--- src/rtl/uart_tx_arbiter_if.sv ---
// Handshake bundle between the byte producers, the arbiter and the uart_tx instance.
// The slave modport is the arbiter's view; master is the producer/transmitter side.
interface uart_tx_arbiter_if #(
  parameter int NUM_REQ = 4
);
  localparam int GID_W = (NUM_REQ > 1) ? $clog2(NUM_REQ) : 1;

  logic [NUM_REQ-1:0]   req_valid;
  logic [8*NUM_REQ-1:0] req_data;
  logic [NUM_REQ-1:0]   req_ack;
  logic                 tx_dv;
  logic [7:0]           tx_byte;
  logic                 tx_active;
  logic                 tx_done;
  logic                 busy;
  logic [GID_W-1:0]     grant_id;
  logic                 timeout_err;

  modport slave (
    input  req_valid, req_data, tx_active, tx_done,
    output req_ack, tx_dv, tx_byte, busy, grant_id, timeout_err
  );

  modport master (
    output req_valid, req_data, tx_active, tx_done,
    input  req_ack, tx_dv, tx_byte, busy, grant_id, timeout_err
  );
endinterface

--- src/rtl/uart_tx_arbiter.sv ---
// Round-robin sharing of one uart_tx between NUM_REQ byte producers, one byte in flight
// at a time, with a per-byte completion watchdog and an optional post-byte idle gap.
module uart_tx_arbiter #(
  parameter int NUM_REQ      = 4,
  parameter int TIMEOUT_CLKS = 124992,
  parameter int GAP_CLKS     = 0
) (
  input  logic             i_clk,
  input  logic             i_rst_n,
  uart_tx_arbiter_if.slave io_bus
);

  localparam int GID_W = (NUM_REQ > 1) ? $clog2(NUM_REQ) : 1;
  localparam int WD_W  = (TIMEOUT_CLKS > 1) ? $clog2(TIMEOUT_CLKS) : 1;
  localparam int GAP_W = (GAP_CLKS > 0) ? $clog2(GAP_CLKS + 1) : 1;

  localparam logic [GID_W:0]   NREQ_EXT = (GID_W + 1)'(NUM_REQ);
  localparam logic [GID_W-1:0] LAST_ID  = GID_W'(NUM_REQ - 1);
  localparam logic [WD_W-1:0]  WD_LAST  = WD_W'(TIMEOUT_CLKS - 1);
  localparam logic [GAP_W-1:0] GAP_LAST = GAP_W'((GAP_CLKS > 0) ? GAP_CLKS - 1 : 0);

  typedef enum logic [1:0] {
    S_IDLE,
    S_LAUNCH,
    S_WAIT_DONE,
    S_GAP
  } state_t;

  state_t             r_state;
  logic [GID_W-1:0]   r_rr_ptr;
  logic [GID_W-1:0]   r_grant_id;
  logic [7:0]         r_tx_byte;
  logic               r_tx_dv;
  logic [NUM_REQ-1:0] r_ack;
  logic               r_busy;
  logic               r_timeout;
  logic [WD_W-1:0]    r_wd;
  logic [GAP_W-1:0]   r_gap;

  logic [2*NUM_REQ-1:0] w_dbl;
  logic [NUM_REQ-1:0]   w_rot;
  logic                 w_any;
  logic [GID_W-1:0]     w_off;
  logic [GID_W:0]       w_sum;
  logic [GID_W-1:0]     w_win;
  logic [7:0]           w_byte;
  logic [NUM_REQ-1:0]   w_win_onehot;
  logic [GID_W-1:0]     w_rr_next;

  // Rotate the request vector so bit 0 is the rr_ptr slot, find the first set bit,
  // then rotate the offset back into an absolute requester index.
  always_comb begin
    w_dbl = {io_bus.req_valid, io_bus.req_valid};
    w_rot = NUM_REQ'(w_dbl >> r_rr_ptr);
    w_any = 1'b0;
    w_off = '0;
    for (int unsigned i = 0; i < NUM_REQ; i++) begin
      if (!w_any && w_rot[i]) begin
        w_any = 1'b1;
        w_off = GID_W'(i);
      end
    end
    w_sum = {1'b0, r_rr_ptr} + {1'b0, w_off};
    w_win = (w_sum >= NREQ_EXT) ? GID_W'(w_sum - NREQ_EXT) : GID_W'(w_sum);

    w_byte       = '0;
    w_win_onehot = '0;
    for (int unsigned i = 0; i < NUM_REQ; i++) begin
      if (w_win == GID_W'(i)) begin
        w_byte          = io_bus.req_data[8*i +: 8];
        w_win_onehot[i] = 1'b1;
      end
    end

    w_rr_next = (r_grant_id == LAST_ID) ? '0 : r_grant_id + 1'b1;
  end

  always_ff @(posedge i_clk or negedge i_rst_n) begin
    if (!i_rst_n) begin
      r_state    <= S_IDLE;
      r_rr_ptr   <= '0;
      r_grant_id <= '0;
      r_tx_byte  <= '0;
      r_tx_dv    <= 1'b0;
      r_ack      <= '0;
      r_busy     <= 1'b0;
      r_timeout  <= 1'b0;
      r_wd       <= '0;
      r_gap      <= '0;
    end else begin
      r_tx_dv   <= 1'b0;
      r_ack     <= '0;
      r_timeout <= 1'b0;
      case (r_state)
        S_IDLE: begin
          // tx_active also guards against a transmitter still busy after our own reset.
          if (w_any && !io_bus.tx_active) begin
            r_state    <= S_LAUNCH;
            r_grant_id <= w_win;
            r_tx_byte  <= w_byte;
            r_tx_dv    <= 1'b1;
            r_ack      <= w_win_onehot;
            r_busy     <= 1'b1;
          end
        end
        S_LAUNCH: begin
          r_rr_ptr <= w_rr_next;
          r_wd     <= '0;
          r_state  <= S_WAIT_DONE;
        end
        S_WAIT_DONE: begin
          if (io_bus.tx_done) begin
            if (GAP_CLKS > 0) begin
              r_state <= S_GAP;
              r_gap   <= '0;
            end else begin
              r_state <= S_IDLE;
              r_busy  <= 1'b0;
            end
          end else if (r_wd == WD_LAST) begin
            r_timeout <= 1'b1;
            r_state   <= S_IDLE;
            r_busy    <= 1'b0;
          end else begin
            r_wd <= r_wd + 1'b1;
          end
        end
        S_GAP: begin
          if (r_gap == GAP_LAST) begin
            r_state <= S_IDLE;
            r_busy  <= 1'b0;
          end else begin
            r_gap <= r_gap + 1'b1;
          end
        end
        default: begin
          r_state <= S_IDLE;
          r_busy  <= 1'b0;
        end
      endcase
    end
  end

  assign io_bus.req_ack     = r_ack;
  assign io_bus.tx_dv       = r_tx_dv;
  assign io_bus.tx_byte     = r_tx_byte;
  assign io_bus.busy        = r_busy;
  assign io_bus.grant_id    = r_grant_id;
  assign io_bus.timeout_err = r_timeout;

  a_ack_onehot : assert property (@(posedge i_clk) disable iff (!i_rst_n) $onehot0(r_ack));
  a_dv_launch  : assert property (@(posedge i_clk) disable iff (!i_rst_n)
                                  (r_tx_dv == (r_state == S_LAUNCH)));
  a_ack_launch : assert property (@(posedge i_clk) disable iff (!i_rst_n)
                                  ((r_ack != '0) == (r_state == S_LAUNCH)));

endmodule

--- src/flat_wrapper.sv ---
// flat-port wrapper written by rule: the top's interface ports become plain ports
module uart_tx_arbiter_flat 
#(
  parameter int NUM_REQ      = 4,
  parameter int TIMEOUT_CLKS = 124992,
  parameter int GAP_CLKS     = 0
)
  (i_clk, i_rst_n, io_bus_req_valid, io_bus_req_data, io_bus_tx_active, io_bus_tx_done, io_bus_req_ack, io_bus_tx_dv, io_bus_tx_byte, io_bus_busy, io_bus_grant_id, io_bus_timeout_err);
  uart_tx_arbiter_if #(.NUM_REQ(NUM_REQ)) io_bus_i ();
  input  logic i_clk;
  input  logic i_rst_n;
  input wire logic [$bits(io_bus_i.req_valid)-1:0] io_bus_req_valid;
  input wire logic [$bits(io_bus_i.req_data)-1:0] io_bus_req_data;
  input wire logic [$bits(io_bus_i.tx_active)-1:0] io_bus_tx_active;
  input wire logic [$bits(io_bus_i.tx_done)-1:0] io_bus_tx_done;
  output wire logic [$bits(io_bus_i.req_ack)-1:0] io_bus_req_ack;
  output wire logic [$bits(io_bus_i.tx_dv)-1:0] io_bus_tx_dv;
  output wire logic [$bits(io_bus_i.tx_byte)-1:0] io_bus_tx_byte;
  output wire logic [$bits(io_bus_i.busy)-1:0] io_bus_busy;
  output wire logic [$bits(io_bus_i.grant_id)-1:0] io_bus_grant_id;
  output wire logic [$bits(io_bus_i.timeout_err)-1:0] io_bus_timeout_err;
  assign io_bus_i.req_valid = io_bus_req_valid;
  assign io_bus_i.req_data = io_bus_req_data;
  assign io_bus_i.tx_active = io_bus_tx_active;
  assign io_bus_i.tx_done = io_bus_tx_done;
  assign io_bus_req_ack = io_bus_i.req_ack;
  assign io_bus_tx_dv = io_bus_i.tx_dv;
  assign io_bus_tx_byte = io_bus_i.tx_byte;
  assign io_bus_busy = io_bus_i.busy;
  assign io_bus_grant_id = io_bus_i.grant_id;
  assign io_bus_timeout_err = io_bus_i.timeout_err;
  uart_tx_arbiter #(.NUM_REQ(NUM_REQ), .TIMEOUT_CLKS(TIMEOUT_CLKS), .GAP_CLKS(GAP_CLKS)) u_core (.i_clk(i_clk), .i_rst_n(i_rst_n), .io_bus(io_bus_i));
endmodule
--- config.mk ---
export PLATFORM = sky130hd
export DESIGN_NAME = uart_tx_arbiter_flat
export DESIGN_NICKNAME = d
export VERILOG_FILES = /design/src/rtl/uart_tx_arbiter_if.sv /design/src/rtl/uart_tx_arbiter.sv /design/src/flat_wrapper.sv
export SDC_FILE = /design/constraint.sdc
export NUM_CORES = 1
export LEC_CHECK = 0
export BUFFER_PORTS_ARGS = -buffer_cell sky130_fd_sc_hd__buf_4
export CAP_MARGIN = 40
export CELL_PAD_IN_SITES_DETAIL_PLACEMENT = 0
export CELL_PAD_IN_SITES_GLOBAL_PLACEMENT = 1
export CORE_MARGIN = 1
export CORE_UTILIZATION = 42
export CTS_CLUSTER_SIZE = 12
export DETAILED_ROUTE_END_ITERATION = 16
export PLACE_DENSITY = 0.94
export SLEW_MARGIN = 20
export SYNTH_ARGS = -nofsm -noshare
export SYNTH_HDL_FRONTEND = slang
export SYNTH_SLANG_ARGS = --single-unit
--- constraint.sdc ---
create_clock -name i_clk -period 4.2 [get_ports i_clk]
set_clock_uncertainty 0.1 [all_clocks]
set_input_delay 0.63 -clock i_clk [delete_from_list [all_inputs] [get_ports i_clk]]
set_output_delay 0.63 -clock i_clk [all_outputs]
set_load 0.05 [all_outputs]
== After elaboration in Yosys (flattened, before gate mapping) ==
Cells that the tools add are included.
Widths: inputs -> output; s select.
Word-level totals
  input port bits: 40
  output and inout port bits: 17
  register bits: 39
  word-level logic and storage cells: 84
Cells by class
  multiplexer cells: 38
  shift-type cells: 1
  reduce and logical (&&, ||, !) cells: 16
  add/sub/neg operators: 5
  eq/ne operators: 13
  order comparisons: 1
Operators by type and width (number)
  $mux 17: 2
  $pmux 17 s2: 1
  $mux 8: 4
  $mux 1: 19
  $add 17x1->17 const B: 1
  $eq 17x17->1 const B: 1
  $mux 2: 8
  $eq 2x2->1 const B: 5
  $mux 4: 2
  $pmux 2 s4: 1
  $shr 8x2->4: 1
  $ne 2x2->1 const B: 3
  $reduce_and 3->1: 2
  $eq 2x1->1 const B: 2
  $logic_and 1x1->1: 4
  $logic_not 1->1: 4
  $logic_not 2->1: 2
  $reduce_and 4->1: 1
  $add 2x2->3: 1
  $ge 3x3->1 const B: 1
  $ne 3x2->1 const B: 1
  $pmux 1 s3: 1
  $reduce_bool 3->1: 1
  $add 2x1->2 const B: 1
  5 further kinds: 5

== Logic depth before layout (Yosys ltp) ==
  depth in word-level cells: 19
  depth in mapped cells: 11
  depth with buffers taken out: 8

== Least setup slack after synthesis ==
No wires, ideal clock.
  path type: input to register
  start: input io_bus_req_valid[3]
  end: register u_core.r_tx_byte[0] (netlist: u_core.io_bus.tx_byte[0])
  cell stages on the path: 11
  path slack: 1.614 ns
  library setup time: 0.079 ns
  required time: 4.021 ns
  path buffers: 3
  data arrival time: 2.406 ns
  cells stage by stage: clkbuf_1 nand2_1 a2bb2oi_1 o211ai_1 o31a_1 ha_1 nand2b_1 clkbuf_1 clkbuf_1 o221ai_1 mux2i_1
On the way
  longest elaborated chain between the ends: 19
  elaborated cells on any way between the ends: 28
  classes of those cells: 2 x add/sub; 1 x order compare; 3 x eq/ne; 1 x shift; 12 x mux; 9 x reduce/logical
Ends and longest elaborated chain
  from (decl): line flat_wrapper.sv:12  | input wire logic [$bits(io_bus_i.req_valid)-1:0] io_bus_req_valid;
  $shr 8x2->4 (*): line uart_tx_arbiter.sv:54  | w_rot = NUM_REQ'(w_dbl >> r_rr_ptr);
  $mux 1: line uart_tx_arbiter.sv:58  | if (!w_any && w_rot[i]) begin
  $logic_not 1->1: line uart_tx_arbiter.sv:58
  $logic_and 1x1->1: line uart_tx_arbiter.sv:58
  $mux 1: line uart_tx_arbiter.sv:58
  $logic_not 1->1: line uart_tx_arbiter.sv:58
  $logic_and 1x1->1: line uart_tx_arbiter.sv:58
  $mux 1: line uart_tx_arbiter.sv:58
  (+2 left out)
  $mux 2 (*): line uart_tx_arbiter.sv:58
  $add 2x2->3 (*): line uart_tx_arbiter.sv:63  | w_sum = {1'b0, r_rr_ptr} + {1'b0, w_off};
  named net u_core.w_sum[0]: line uart_tx_arbiter.sv:44  | logic [GID_W:0] w_sum;
  $ge 3x3->1 or $sub 2x1->2 (tied branches): line uart_tx_arbiter.sv:64  | w_win = (w_sum >= NREQ_EXT) ? GID_W'(w_sum - NREQ_EXT) : GID_W'(w_sum);
  $mux 2 (*): line uart_tx_arbiter.sv:64
  $logic_not 2->1: line uart_tx_arbiter.sv:69  | if (w_win == GID_W'(i)) begin
  $mux 8 (3 in a row): line uart_tx_arbiter.sv:69
  $mux 8 (*): line uart_tx_arbiter.sv:69
  to (signal assigned): line uart_tx_arbiter.sv:100  | r_tx_byte <= w_byte;
  to (decl): line uart_tx_arbiter.sv:32  | logic [7:0] r_tx_byte;
The timed path passes the listed nets; every way through them passes the cells marked *.
A chain may end at the register's enable or synchronous reset.

== Worst setup path after layout ==
  start: register u_core.r_wd[8]
  end: register u_core.r_wd[2]
On the way
  longest elaborated chain between the ends: 3
Ends and longest elaborated chain
  from (decl): line uart_tx_arbiter.sv:37  | logic [WD_W-1:0] r_wd;
  from (signal assigned): line uart_tx_arbiter.sv:125  | r_wd <= r_wd + 1'b1;
  $eq 17x17->1: line uart_tx_arbiter.sv:120  | end else if (r_wd == WD_LAST) begin
  $ne 2x2->1 (no line)
  $reduce_and 3->1 (no line)
Every way passes these cells.

==> run summary <==
status: completed
post-synth top area cell: dfrtp_1
unrepaired setup endpoints after global routing: false
Final nets: 306
post-synthesis mux area share: 0.0443
crit-path max FO: 12
Post-CTS Setup Bufs: 0
Crit-path slowest cell: or4_4
Seq/Total Area, Yosys: 0.462
Worst EP arrival: 2590 ps
startpoint types: flop
Peak VDD IR: 306 uV
CTS tree: yes
Adder-Cell Fraction of Synth Area: 0.0182
Buf/Inv on CP: 0
CP Class: reg -> reg
GRT overflow: 0
Max H-tree Level: 2
drt total wl: 4460 microns
largest net degree at the start of global routing: 39
Ys Warns: 0
most common cell in the netlist: dfrtp_1
Via density: 5.29
Clk pin slew, worst setup/hold paths: 70 ps
HP Class: in -> async
Post-synth top flop: dfrtp_1
Final Core Density: 0.556
leakage: 1.21 nW
Synth Area in Compound Gates: 0.155
initial DRC count: 97
Setup crit end kind: flop
die footprint: 5190 sq um
IO Port Bufs: 56
Gate Count Post-Synth: 208
drt first pass iters: 4
wire per inst: 13.5 microns
Initial Util: 0.436
Req. time, crit path: 4290 ps
Fmax: 400 MHz
GR Util All Layers: 0.188
largest family of logic cells by synthesized area: simple AND/OR/NAND/NOR gates
DRC errors left: 0
Fin Setup TNS: 0 ps
mapped cell area: 2060 sq um
Max-Cap Viols: 0
I/O pins: 57
first-pass GRT wire length: 7540 microns
Mean Syn Cell Area: 9.90 sq um
Synth Area in Simple Gates: 0.228
largest delay contributor family on the critical path: simple AND/OR/NAND/NOR gates
initial antenna violation count: 0
Synth top area share: 0.462
worst slew pin tran: 856 ps
fin crit period: 2500 ps
Clock Path Buffers: 2
async set or reset register ratio after synthesis: 1.00
core area: 4720 sq um
most instantiated cells after synthesis: 38 x dfrtp_1, 20 x nor2_1, 16 x nand2_1, 16 x o221ai_1, 11 x xor2_1
root buf cell: clkbuf_8
Max-slew headroom: 0.428
cell area after placement: 2530 sq um
Diodes inserted: 0
Die Y: 72.0 microns
CP max stage delay: 640 ps
clk sinks: 38
RePlAce Congestion: 0.786
post-route cell area: 2630 sq um
Die X: 72.0 microns
Setup violations, final: 0
number of enable flip-flop cells after synthesis: 0
number of global-route vias before repair: 1689
Final Cycle Share: 0.595
Cell Pwr Density: 644 nW/um^2
vias post-DR: 1750
dpl hpwl: 3280 microns
worst skew pair latency: 290 ps
CTS Buf Count: 5
cells along the critical path: or4b_1 > or4_4 > o21ai_1 > o211ai_1 > o31ai_1
Synth Register Bits: 38
Fin. Hold Viols: 0
final-report max-slew violation count: 0
hold buffers post-CTS: 0
syn nets: 251
site row count: 25
post-route ant nets: 0
Synth Area in XOR/XNOR: 0.0553
share of cells above drive strength 1: 0.314
Layout area overhead: 27.5%
top cells by area, synth: dfrtp_1 46%, o221ai_1 6.8%, xor2_1 4.7%, mux2i_1 3.9%, nor2_1 3.6%
library cells used by synthesis: 43
post-CTS sizing: 0
-- routing by layer --
layer	vias to the layer above	wire length (microns)	global-route usage
met5	-	0	0
met4	0	74	0.0719
met3	6	125	0.0431
met2	26	2130	0.302
met1	841	2140	0.249
li1	877	-	-
-- power breakdown --
group,internal [mW],leakage [nW],switching (mW)
logic,0.351,0.667,0.542
clock network,0.132,0.0482,0.124
registers,0.464,0.492,0.0784
total,0.947,1.21,0.744
-- final timing paths --
path / start / to / slack (ps) / cells past startpoint
setup / recovery: u_core.r_wd[8] / u_core.r_wd[2] / 1700 / 5
hold / removal: i_rst_n / u_core.r_wd[15] / 190 / 1
setup reg to reg: u_core.r_wd[8] / u_core.r_wd[2] / 1700 / 5
hold reg to reg: u_core.io_bus.grant_id[0] / u_core.r_rr_ptr[0] / 430 / 1
max in group asynchronous: i_rst_n / u_core.io_bus.tx_byte[5] / 3480 / 1
min in group i_clk: io_bus_tx_active / u_core.r_state[0] / 400 / 2
-- worst register-to-register path, cell delays in order, from the launching register on --
cell      delay, ps
dfrtp_1         440
or4b_1          540
or4_4           640
o21ai_1         450
o211ai_1        140
o31ai_1          90
-- stage by stage --
step	instances	worst slack (ps)	hold WS, ps	power (mW)
global placement	322	1560	413	1.42
global route	331	1480	213	1.81
finish	331	1700	191	1.69
detailed placement	323	1500	415	1.45
CTS	331	1690	196	1.71
floorplan	208	1610	234	1.20
-- registers in the layout, indices dropped and copies added, names as in the netlist --
register,count
u_core.r_state,2
u_core.io_bus.timeout_err,1
u_core.io_bus.tx_dv,1
u_core.io_bus.grant_id,2
u_core.io_bus.req_ack,4
u_core.io_bus.tx_byte,8
u_core.io_bus.busy,1
u_core.r_rr_ptr,2
u_core.r_wd,17
-- layout make-up --
type	count	area [sq um]
flip-flops and latches	38	951
fillers	442	2100
inverters	5	18.8
repair buffers	59	443
clock buffers	7	86.3
clock inverters	1	5.00
well taps	67	83.8
multi-input cells	154	1040
-- cells in the final DEF (no fill, tap or decap), types with 2 or more instances in the layout --
master	netlist	final
nor2_1	20	20
and3_1	4	4
inv_1	5	5
buf_4	0	59
o21ai_1	4	4
or3_1	2	2
and3b_1	2	2
nand3_1	7	7
o211ai_1	2	2
nor4_1	3	2
o31ai_1	3	3
o221ai_1	16	16
xnor2_1	2	2
nor2b_1	2	2
ha_1	3	3
o21ai_0	6	6
nor3b_1	3	3
nand4_1	9	9
or2_2	8	8
clkbuf_8	0	6
mux2i_1	8	8
dfrtp_1	38	38
a21oi_1	4	4
xor2_1	11	11
nand2_1	16	16
nor3_1	2	2
nand3b_1	2	2
-- kinds of logic after synthesis --
group	Yosys count
adder cells (fa/ha/maj)	3
AO/OA/AOI/OAI	42
multiplexers	9
XOR/XNOR	13
flip-flops	38
buffers and inverters	16
AND/OR/NAND/NOR	87
Power figures use the tool's default switching activity.
